**src/rtl/fb_arbiter.sv**
```systemverilog
// Frame-buffer SRAM arbiter: display reads vs. writer accesses, two-cycle SRAM accesses.
// Optional write-starvation guard enabled by defining FB_ARB_STARVE_GUARD_EN.
module fb_arbiter #(
  parameter int unsigned ADDR_W       = 20,
  parameter int unsigned DATA_W       = 16,
  parameter int unsigned MAX_DISP_RUN = 4
) (
  input  logic              clk,
  input  logic              rst,
  input  logic              disp_req,
  input  logic [ADDR_W-1:0] disp_addr,
  output logic              disp_ack,
  output logic              disp_valid,
  output logic [DATA_W-1:0] disp_rdata,
  input  logic              wr_req,
  input  logic [ADDR_W-1:0] wr_addr,
  input  logic [DATA_W-1:0] wr_data,
  output logic              wr_ack,
  output logic              sram_ce,
  output logic              sram_we,
  output logic [ADDR_W-1:0] sram_addr,
  output logic [DATA_W-1:0] sram_wdata,
  input  logic [DATA_W-1:0] sram_rdata,
  output logic              busy
);

  typedef enum logic [2:0] {IDLE, RD1, RD2, WR1, WR2} state_t;

  state_t            state, state_nxt;
  logic [ADDR_W-1:0] addr_nxt;
  logic [DATA_W-1:0] wdata_nxt;
  logic [DATA_W-1:0] rdata_nxt;
  logic              valid_nxt;
  logic              force_wr;

  if (MAX_DISP_RUN < 1 || MAX_DISP_RUN > 15) begin : g_param_check
    $error("fb_arbiter: MAX_DISP_RUN must be in 1..15");
  end

`ifdef FB_ARB_STARVE_GUARD_EN
  localparam int unsigned CNT_W = 4;
  logic [CNT_W-1:0] run_cnt, run_cnt_nxt;

  assign force_wr = (run_cnt == CNT_W'(MAX_DISP_RUN));
`else
  assign force_wr = 1'b0;
`endif

  // Next-state and next-output decode; outputs are registered from these values.
  always_comb begin
    state_nxt = state;
    addr_nxt  = sram_addr;
    wdata_nxt = sram_wdata;
    rdata_nxt = disp_rdata;
    valid_nxt = 1'b0;
`ifdef FB_ARB_STARVE_GUARD_EN
    run_cnt_nxt = run_cnt;
`endif
    unique case (state)
      IDLE: begin
`ifdef FB_ARB_STARVE_GUARD_EN
        if (!wr_req) run_cnt_nxt = '0;
`endif
        if (wr_req && (!disp_req || force_wr)) begin
          state_nxt = WR1;
          addr_nxt  = wr_addr;
          wdata_nxt = wr_data;
`ifdef FB_ARB_STARVE_GUARD_EN
          run_cnt_nxt = '0;
`endif
        end else if (disp_req) begin
          state_nxt = RD1;
          addr_nxt  = disp_addr;
`ifdef FB_ARB_STARVE_GUARD_EN
          if (wr_req) run_cnt_nxt = run_cnt + CNT_W'(1);
`endif
        end
      end
      RD1: state_nxt = RD2;
      RD2: begin
        state_nxt = IDLE;
        rdata_nxt = sram_rdata;
        valid_nxt = 1'b1;
      end
      WR1: state_nxt = WR2;
      WR2: state_nxt = IDLE;
      default: state_nxt = IDLE;
    endcase
  end

  // State and registered outputs; reset forces everything to zero immediately.
  always_ff @(posedge clk or posedge rst) begin
    if (rst) begin
      state      <= IDLE;
      disp_ack   <= 1'b0;
      wr_ack     <= 1'b0;
      disp_valid <= 1'b0;
      disp_rdata <= '0;
      sram_ce    <= 1'b0;
      sram_we    <= 1'b0;
      sram_addr  <= '0;
      sram_wdata <= '0;
      busy       <= 1'b0;
    end else begin
      state      <= state_nxt;
      disp_ack   <= (state_nxt == RD1);
      wr_ack     <= (state_nxt == WR1);
      disp_valid <= valid_nxt;
      disp_rdata <= rdata_nxt;
      sram_ce    <= (state_nxt != IDLE);
      sram_we    <= (state_nxt == WR1) || (state_nxt == WR2);
      sram_addr  <= addr_nxt;
      sram_wdata <= wdata_nxt;
      busy       <= (state_nxt != IDLE);
    end
  end

`ifdef FB_ARB_STARVE_GUARD_EN
  always_ff @(posedge clk or posedge rst) begin
    if (rst) run_cnt <= '0;
    else     run_cnt <= run_cnt_nxt;
  end
`endif

endmodule

```
**config.mk**
```make
export PLATFORM = sky130hd
export DESIGN_NAME = fb_arbiter
export DESIGN_NICKNAME = d
export VERILOG_FILES = /design/src/rtl/fb_arbiter.sv
export SDC_FILE = /design/constraint.sdc
export NUM_CORES = 1
export LEC_CHECK = 0
export CAP_MARGIN = 20
export CORE_ASPECT_RATIO = 0.75
export CORE_MARGIN = 10
export CORE_UTILIZATION = 33
export DETAILED_ROUTE_END_ITERATION = 10
export PLACE_DENSITY = 0.7
export RECOVER_POWER = 25
export SYNTH_ARGS = -nofsm -noshare
export SYNTH_HDL_FRONTEND = slang
export SYNTH_SLANG_ARGS = --single-unit
```
**constraint.sdc**
```tcl
create_clock -name clk -period 4.54 [get_ports clk]
set_clock_uncertainty 0.1 [all_clocks]
set_input_delay 0.681 -clock clk [delete_from_list [all_inputs] [get_ports clk]]
set_output_delay 0.681 -clock clk [all_outputs]
set_load 0.03 [all_outputs]
```
# --- After elaboration in Yosys (flattened, before gate mapping) ---
# Cells that the tools add are included.
classes:
  eq_ne: 6
  n_mux: 6
  reduce_logical: 8
op_table:
  columns: ["operator", "count"]
  rows:
  - ["$mux W20", 2]
  - ["$eq A3 B2 Y1 const B", 3]
  - ["$pmux W3 S3", 1]
  - ["$eq A3 B1 Y1 const B", 2]
  - ["$mux W3", 2]
  - ["$reduce_and A2 Y1", 2]
  - ["$eq A3 B3 Y1 const B", 1]
  - ["$logic_not A3 Y1", 1]
  - ["$reduce_bool A3 Y1", 1]
  - ["$reduce_bool A2 Y1", 1]
  - ["$logic_and A1 B1 Y1", 1]
  - ["$logic_not A1 Y1", 1]
  - ["$logic_or A1 B1 Y1", 1]
  - ["$mux W1", 1]
totals:
  ff_bits: 60
  input_bits: 76
  word_cells: 29

# --- Longest topological paths before layout ---
# Gate-level depths: netlist (run 1).
depth:
  word_depth: 6
  depth_mapped: 5
  depth_no_buf: 3

# --- Worst setup path after synthesis (run 1) ---
# Ideal clock, no wire load.
synth_path:
  kind: "in2reg"
  startpoint: "in disp_req"
  endpoint: "reg sram_wdata[10]"
  setup_time_ps: 125
  t_arrival_ps: 1831
  required_ps: 4315
  slack_ps: 2484
  stages: 5
  path_buffers: 2
  cell_sequence: "nand2b_1 -> or4_1 -> buf_6 -> buf_12 -> mux2_4"
synth_via:
  elab_chain_len: 3
synth_rtl:
  columns: ["element", "line", "rtl"]
  rows:
  - ["from (decl)", "10", "input logic disp_req,"]
  - ["$logic_not A1 Y1", "64", "if (wr_req && (!disp_req || force_wr)) begin"]
  - ["$logic_and A1 B1 Y1", "64", null]
  - ["$reduce_and A2 Y1 (no line)", null, null]
  - ["to (signal assigned)", "113", "sram_wdata <= wdata_nxt;"]
  - ["to (decl)", "22", "output logic [DATA_W-1:0] sram_wdata,"]
# No other way between the ends.
# A chain may end at the register's enable or synchronous reset.

# --- Final worst setup path (run 1) ---
layout_path:
  startpoint: "in disp_req"
  endpoint: "reg sram_wdata[8]"
# The elaborated chain is that of the path after synthesis.

==> results by group, run 1 <==
Status
  – Outcome: finished, final reports clean

Synth
  – Yosys top cell area share: 60.2%
  – Distinct cells, synth: 20
  – Mapped Cells: about 160
  – Synth async-reset ratio: 100%
  – Count leader, synth: mux2_2
  – Synth top cells by count: mux2_2, dfrtp_1, mux2_4
  – Area leader, netlist: dfrtp_1
  – Synthesized cell area: about 2500 um^2
  – Top FF cell, synth: dfrtp_1
  – EDFF count, synth: 0
  – Syn avg cell area: 16.1 um^2
  – Synth area leaders: dfrtp_1, mux2_2, mux2_4, buf_12, buf_4
  – Yosys warns: 0
  – Syn_nets: between 200 and 250
  – Register area share after synthesis: about 60%
  – Seq cells post-synth: 60

Floorplan
  – Die Ht: 95.3 um
  – I/O Pins: approximately 130
  – Initial Util: 33.9%
  – Full die area: between 10000 and 15000 um^2
  – Die X: approximately 120 um
  – Site Rows: 27
  – Placeable Area: 7360 um^2

Power and ir drop
  – Switch share: 39.6%
  – Sequential share of power: 31.7%
  – Power density over the cells: about 730 nW/um^2
  – Clock share of power: about an eighth
  – Gate power share: between 50% and 60%
  – Psw: 1180 uW
  – Worst VDD drop: 309 uV
  – Pint: 1800 uW
  – LEAKAGE: 0.00171 uW

Final layout
  – Final Cell Area: 4080 um^2
  – Layout fillers: 666
  – Ant diodes: 0
  – Area grow syn2layout: 63.6%
  – Proportion of layout cells with a drive suffix above 1: 30.7%
  – Final net count: 372
  – Core Util, Final: 55.4%

Worst setup path
  – Critical path peak fanout: 18
  – Worst setup SP type: input pin
  – Worst EP arrival: 2.68 ns
  – Setup CP Type: in -> reg
  – CP Data Required Time: 4.65 ns
  – Crit path capture type: flip-flop

Place
  – Cell Area, Placed: 3930 um^2
  – I/O Buffers: 133
  – Dpl ws: 1.74 ns
  – Final GP Congestion: 0.681
  – Hpwl dp: 5260 um

Route
  – DR pass1 iterations: 3
  – Routed wire length: 6720 um
  – Post-DR vias/cell: roughly 4.4
  – Via Count: 1779
  – DRC viols: 0
  – Mean routed wirelength per cell: 16.8 um
  – Initial drt markers: 40
  – Antenna viol nets, final: 0

Clocking
  – Number of H-tree levels: 3
  – Root Buffer: clkbuf_8
  – Hold buffer count at CTS: 0
  – CTS tree: yes
  – Clock buffer count from CTS: 9
  – Worst-path clk slew: 0.07 ns
  – Post-CTS repair timing setup buffer count: 0
  – Max Root-Sink Buffers: 2
  – Skew-Pair Late Insertion Delay: 0.32 ns
  – CTS resizes: 0
  – Sink Count: 60

STA
  – Period Utilization, post-route: 56.6%
  – Worst-margin pin slew: 0.985 ns
  – Setup Total Neg Slack: 0 ns
  – Slew HR: around a third
  – Post-route worst setup slack: 1.97 ns
  – RSZ-0062 raised after global routing: false
  – Tmin final: 2.57 ns
  – Final setup violation count: 0
  – Maximum clock rate: slightly below 400 MHz
  – Pins over their slew limit: 0
  – Final hold vios: 0
  – Worst hold slack: 0.406 ns

Min path
  – HP Class: reg -> reg

GRT
  – Overflow after GRT: 0
  – Global-route wire length before repair: 10500 um
  – Largest net degree at the start of global routing: 35
  – Vias in the first global route: a little under 2k
  – Total GRT Usage: about an eighth
  – Initial antenna violation count: 0

Run
  – Maxcap violations: 0
## metal layers
| layer | GRT usage [%] | wire (um) |
|---|---|---|
| met1 | 12.7 | 2730 |
| met2 | 18.4 | 3200 |
| met3 | 7.91 | 771 |
| met4 | 3.31 | 24 |
| met5 | 0 | 0 |
## cell families (layout without fill, tap and decap cells)
group	count (synthesis)	after routing	share of synthesized area (%)
mux	72	72	33.7
buf+inv	12	157	3.16
flops	60	60	60.2
compound gates	2	2	0.501
simple gates	9	9	2.51
## state kept, by name, summed over array words and instances (netlist names)
name	count
sram_addr	20
busy	1
disp_valid	1
wr_ack	1
disp_ack	1
sram_we	1
disp_rdata	16
sram_wdata	16
state	3
## stage by stage
| stage | instances | total power [uW] |
|---|---|---|
| final | 401 | 2980 |
| after global routing | 401 | 3150 |
| after CTS | 401 | 3050 |
| after detailed placement | 386 | 2640 |
| after global placement | 386 | 2610 |
| after floorplan | 155 | 1920 |
## final timing paths
path | startpoint | end | slack, ns | cells past startpoint
setup / recovery | disp_req | sram_wdata[8] | 1.97 | 4
hold / removal | sram_wdata[5] | sram_wdata[5] | 0.41 | 1
setup reg to reg | state[2] | sram_wdata[8] | 2.46 | 2
hold reg to reg | sram_wdata[5] | sram_wdata[5] | 0.41 | 1
max in group asynchronous | rst | disp_rdata[11] | 2.42 | 3
min in group asynchronous | rst | disp_rdata[7] | 0.92 | 2
## worst max-delay path, cell delays in order
cell and delay (ns):
dlygate4sd3_1 0.56, nand2b_1 0.17, or4_1 0.83, mux2_4 0.44
## cell type report
class	instances	area (um^2)	share of cell area, %
well taps	101	126	3.10
flip-flops and latches	60	1500	36.8
inverters	4	15.0	0.368
clock buffers	10	128	3.13
repair buffers	138	1370	33.4
clock inverters	5	30.0	0.736
multi-input cells	83	917	22.5
## placed cells by master (no fill, tap or decap)
cell type and count:
nand2_1 1, mux2_2 64, nor4_2 1, mux2_4 8
clkinv_2 3, clkbuf_1 2, clkbuf_8 9, nor3b_1 1
nor2_1 1, nor4b_1 1, buf_4 4, nand2b_1 1
dlygate4sd3_1 2, clkdlybuf4s50_1 131, clkinvlp_4 2, a21oi_1 1
inv_1 4, or4_1 1, or2_2 1, a211oi_1 1
dfrtp_1 60, nand3b_1 1
## power by group through the flow
stage | logic, uW | clock network, uW | registers, uW
finish | 1650 | 390 | 945
global route | 1740 | 435 | 984
CTS | 1690 | 410 | 951
detailed placement | 1680 | 0 | 959
global placement | 1660 | 0 | 943
floorplan | 464 | 0 | 1460
No activity file was read; power rests on OpenSTA's default activity.
==> inputs of run 2 (changes only) <==
==> constraint.sdc (replaced) <==
create_clock -name clk -period 2.7 [get_ports clk]
set_clock_uncertainty 0.1 [all_clocks]
set_input_delay 0.405 -clock clk [delete_from_list [all_inputs] [get_ports clk]]
set_output_delay 0.405 -clock clk [all_outputs]
set_load 0.03 [all_outputs]
==> run 2 against run 1 <==
- die area stayed put
- design area is 1.7% higher
- wire length rose by 3.8%
==> results by group, run 2 (synthesized netlist as in run 1, its figures left out) <==
Route
  – DRC viols: 0 (unchanged)
  – Antenna viol nets, final: 0 (unchanged)
  – Initial drt markers: 34 (-15%)
  – Mean routed wirelength per cell: 17.3 um (+3.0%)
  – Post-DR vias/cell: 4.37 (-1.5%)
  – Routed wire length: 6970 um (+3.8%)
  – DR pass1 iterations: 4 (+1)
  – Via Count: 1765 (-0.79%)

Clocking
  – Worst-path clk slew: 0.07 ns (about the same)
  – Hold buffer count at CTS: 0 (unchanged)
  – Clock buffer count from CTS: 9 (unchanged)
  – CTS resizes: 0 (unchanged)
  – Max Root-Sink Buffers: 2 (unchanged)
  – Number of H-tree levels: 3 (unchanged)
  – Root Buffer: clkbuf_8
  – Sink Count: 60 (unchanged)
  – CTS tree: yes
  – Skew-Pair Late Insertion Delay: 0.33 ns (about the same)
  – Post-CTS repair timing setup buffer count: 0 (unchanged)

Worst setup path
  – Crit path max-delay cell type: clkbuf_1
  – Cells along the critical path: nor3b_2, clkbuf_1, mux2_2
  – Setup CP Type: reg -> reg
  – RR Startpoint: state[2]
  – Reg2Reg Depth: 3 (+1)
  – Worst R2R Setup Slack: 0.70 ns (-1.76 ns)
  – Worst EP arrival: 2.12 ns (-0.56 ns)
  – Crit path largest cell delay: 0.71 ns (-0.12 ns)
  – Crit path capture type: flip-flop
  – R2r endpoint: disp_rdata[11]
  – Worst setup SP type: flip-flop
  – CP Data Required Time: 2.82 ns (-1.83 ns)
  – Critical path peak fanout: 17 (-1)

Floorplan
  – Site Rows: 27 (unchanged)
  – I/O Pins: 134 (unchanged)
  – Die Ht: 95.3 um (unchanged)
  – Die X: 120 um (unchanged)
  – Placeable Area: 7360 um^2 (unchanged)
  – Initial Util: 33.9% (unchanged)
  – Full die area: 11500 um^2 (unchanged)

Place
  – I/O Buffers: 133 (unchanged)
  – Cell Area, Placed: 3950 um^2 (+0.38%)
  – Final GP Congestion: 0.688 (+1.0%)
  – Dpl ws: 0.488 ns (-1.25 ns)
  – Hpwl dp: 5270 um (+0.22%)

STA
  – Pins over their slew limit: 0 (unchanged)
  – Setup Total Neg Slack: 0 ns (unchanged)
  – Worst-margin pin slew: 0.933 ns (-0.0515 ns)
  – Final setup violation count: 0 (unchanged)
  – RSZ-0062 raised after global routing: false
  – Post-route worst setup slack: 0.698 ns (-1.27 ns)
  – Period Utilization, post-route: around three quarters
  – Tmin final: between 2 and 2.5 ns
  – Maximum clock rate: 500 MHz
  – Slew HR: 37.8% (+3.5 points)
  – Final hold vios: 0 (unchanged)

GRT
  – Largest net degree at the start of global routing: 24 (-31%)
  – Global-route wire length before repair: 10900 um (+4.6%)
  – Overflow after GRT: 0 (unchanged)
  – Total GRT Usage: 12.3% (+0.55 points)
  – Vias in the first global route: 1989 (+1.9%)
  – Initial antenna violation count: 0 (unchanged)

Final layout
  – Core Util, Final: 56.4% (+0.95 points)
  – Final net count: 374 (+0.54%)
  – Highest-count cells in the layout ignoring fill and taps: clkdlybuf4s50_1, mux2_2, dfrtp_1
  – Commonest non-fill, non-tap cell in the layout: clkdlybuf4s50_1
  – Area grow syn2layout: 66.4%
  – Biggest register: sram_addr
  – Final Cell Area: 4150 um^2 (+1.7%)
  – Ant diodes: 0 (unchanged)
  – Number of flip-flops in the largest register: 20 (unchanged)
  – Biggest regs: sram_addr: 20 flops, disp_rdata: 16 flops, sram_wdata: 16 flops
  – Proportion of layout cells with a drive suffix above 1: 31.4% (+0.69 points)

Min path
  – Worst hold start: disp_rdata[3]
  – Hold Path Sink: disp_rdata[3]
  – HP Class: reg -> reg
  – Cells on Worst Hold Path: 1 (unchanged)

Power and ir drop
  – Worst VDD drop: 632 uV (+100%)
  – Power density over the cells: 1260 nW/um^2 (+73%)
  – LEAKAGE: 0.00176 uW (+2.6%)

Run
  – Maxcap violations: 0 (unchanged)

Status
  – Outcome: finished, final reports clean
## run 2: cell count changes in the layout (fill, tap and decap cells not counted), sizes merged
| cell | before | now |
|---|---|---|
| bufinv | 0 | 2 |
| clkbuf | 11 | 13 |
| clkinvlp | 2 | 0 |
| buf | 4 | 5 |
## run 2: layer usage
metal / global-route usage, % / part of all wire [%] / vias to the layer above
met5: 0 / 0 / -
met4: 3.61 / 0.90 / 0
met3: 7.85 / 11 / 7
met2: 18.4 / 45 / 78
met1: 14.2 / 43 / 846
li1: - / - / 834
## run 2: worst max-delay path by stage
| stage | startpoint | to | slack (ns) | depth (start not counted) |
|---|---|---|---|---|
| 2_1_floorplan | rst | busy | 0.71 | 1 |
| 6_report | state[2] | disp_rdata[11] | 0.70 | 3 |
| 3_5_place_dp | disp_req | sram_addr[7] | 0.49 | 5 |
| 3_3_place_gp | disp_req | sram_wdata[10] | 0.50 | 5 |
| 4_1_cts | sram_addr[17] | sram_addr[17] | 0.78 | 1 |
| 5_1_grt | rst | sram_addr[0] | 0.57 | 3 |
## run 2: report_power, final
group / internal (uW) / leakage, uW / switching [uW]
clock: 540 / 0.000113 / 345
combinational: 1360 / 0.000930 / 1430
sequential: 1350 / 0.000714 / 235
total: 3250 / 0.00176 / 2000
## run 2: through the flow
step                      total power, uW  hold slack (ns)  cells
after CTS                            5360            0.310    404
after detailed placement             4430            0.392    388
final                                5250            0.407    404
after floorplan                      3230            0.387    155
after global placement               4390            0.387    388
after global routing                 5550            0.419    404
## run 2: area by class of cell
cell class	count	area (um^2)
Clock inverter	5	75.1
Tap cell	101	126
Multi-Input combinational cell	83	916
Inverter	4	15.0
Sequential cell	60	1500
Clock buffer	11	141
Timing Repair Buffer	140	1380
Fill cell	674	3210
## run 2: critical path: cells and delay by family, from the launching register on
family	cells	cell delay (ns)
buffers and inverters	1	0.71
and+or+nand+nor	1	0.19
muxes	1	0.42
DFF	1	0.45
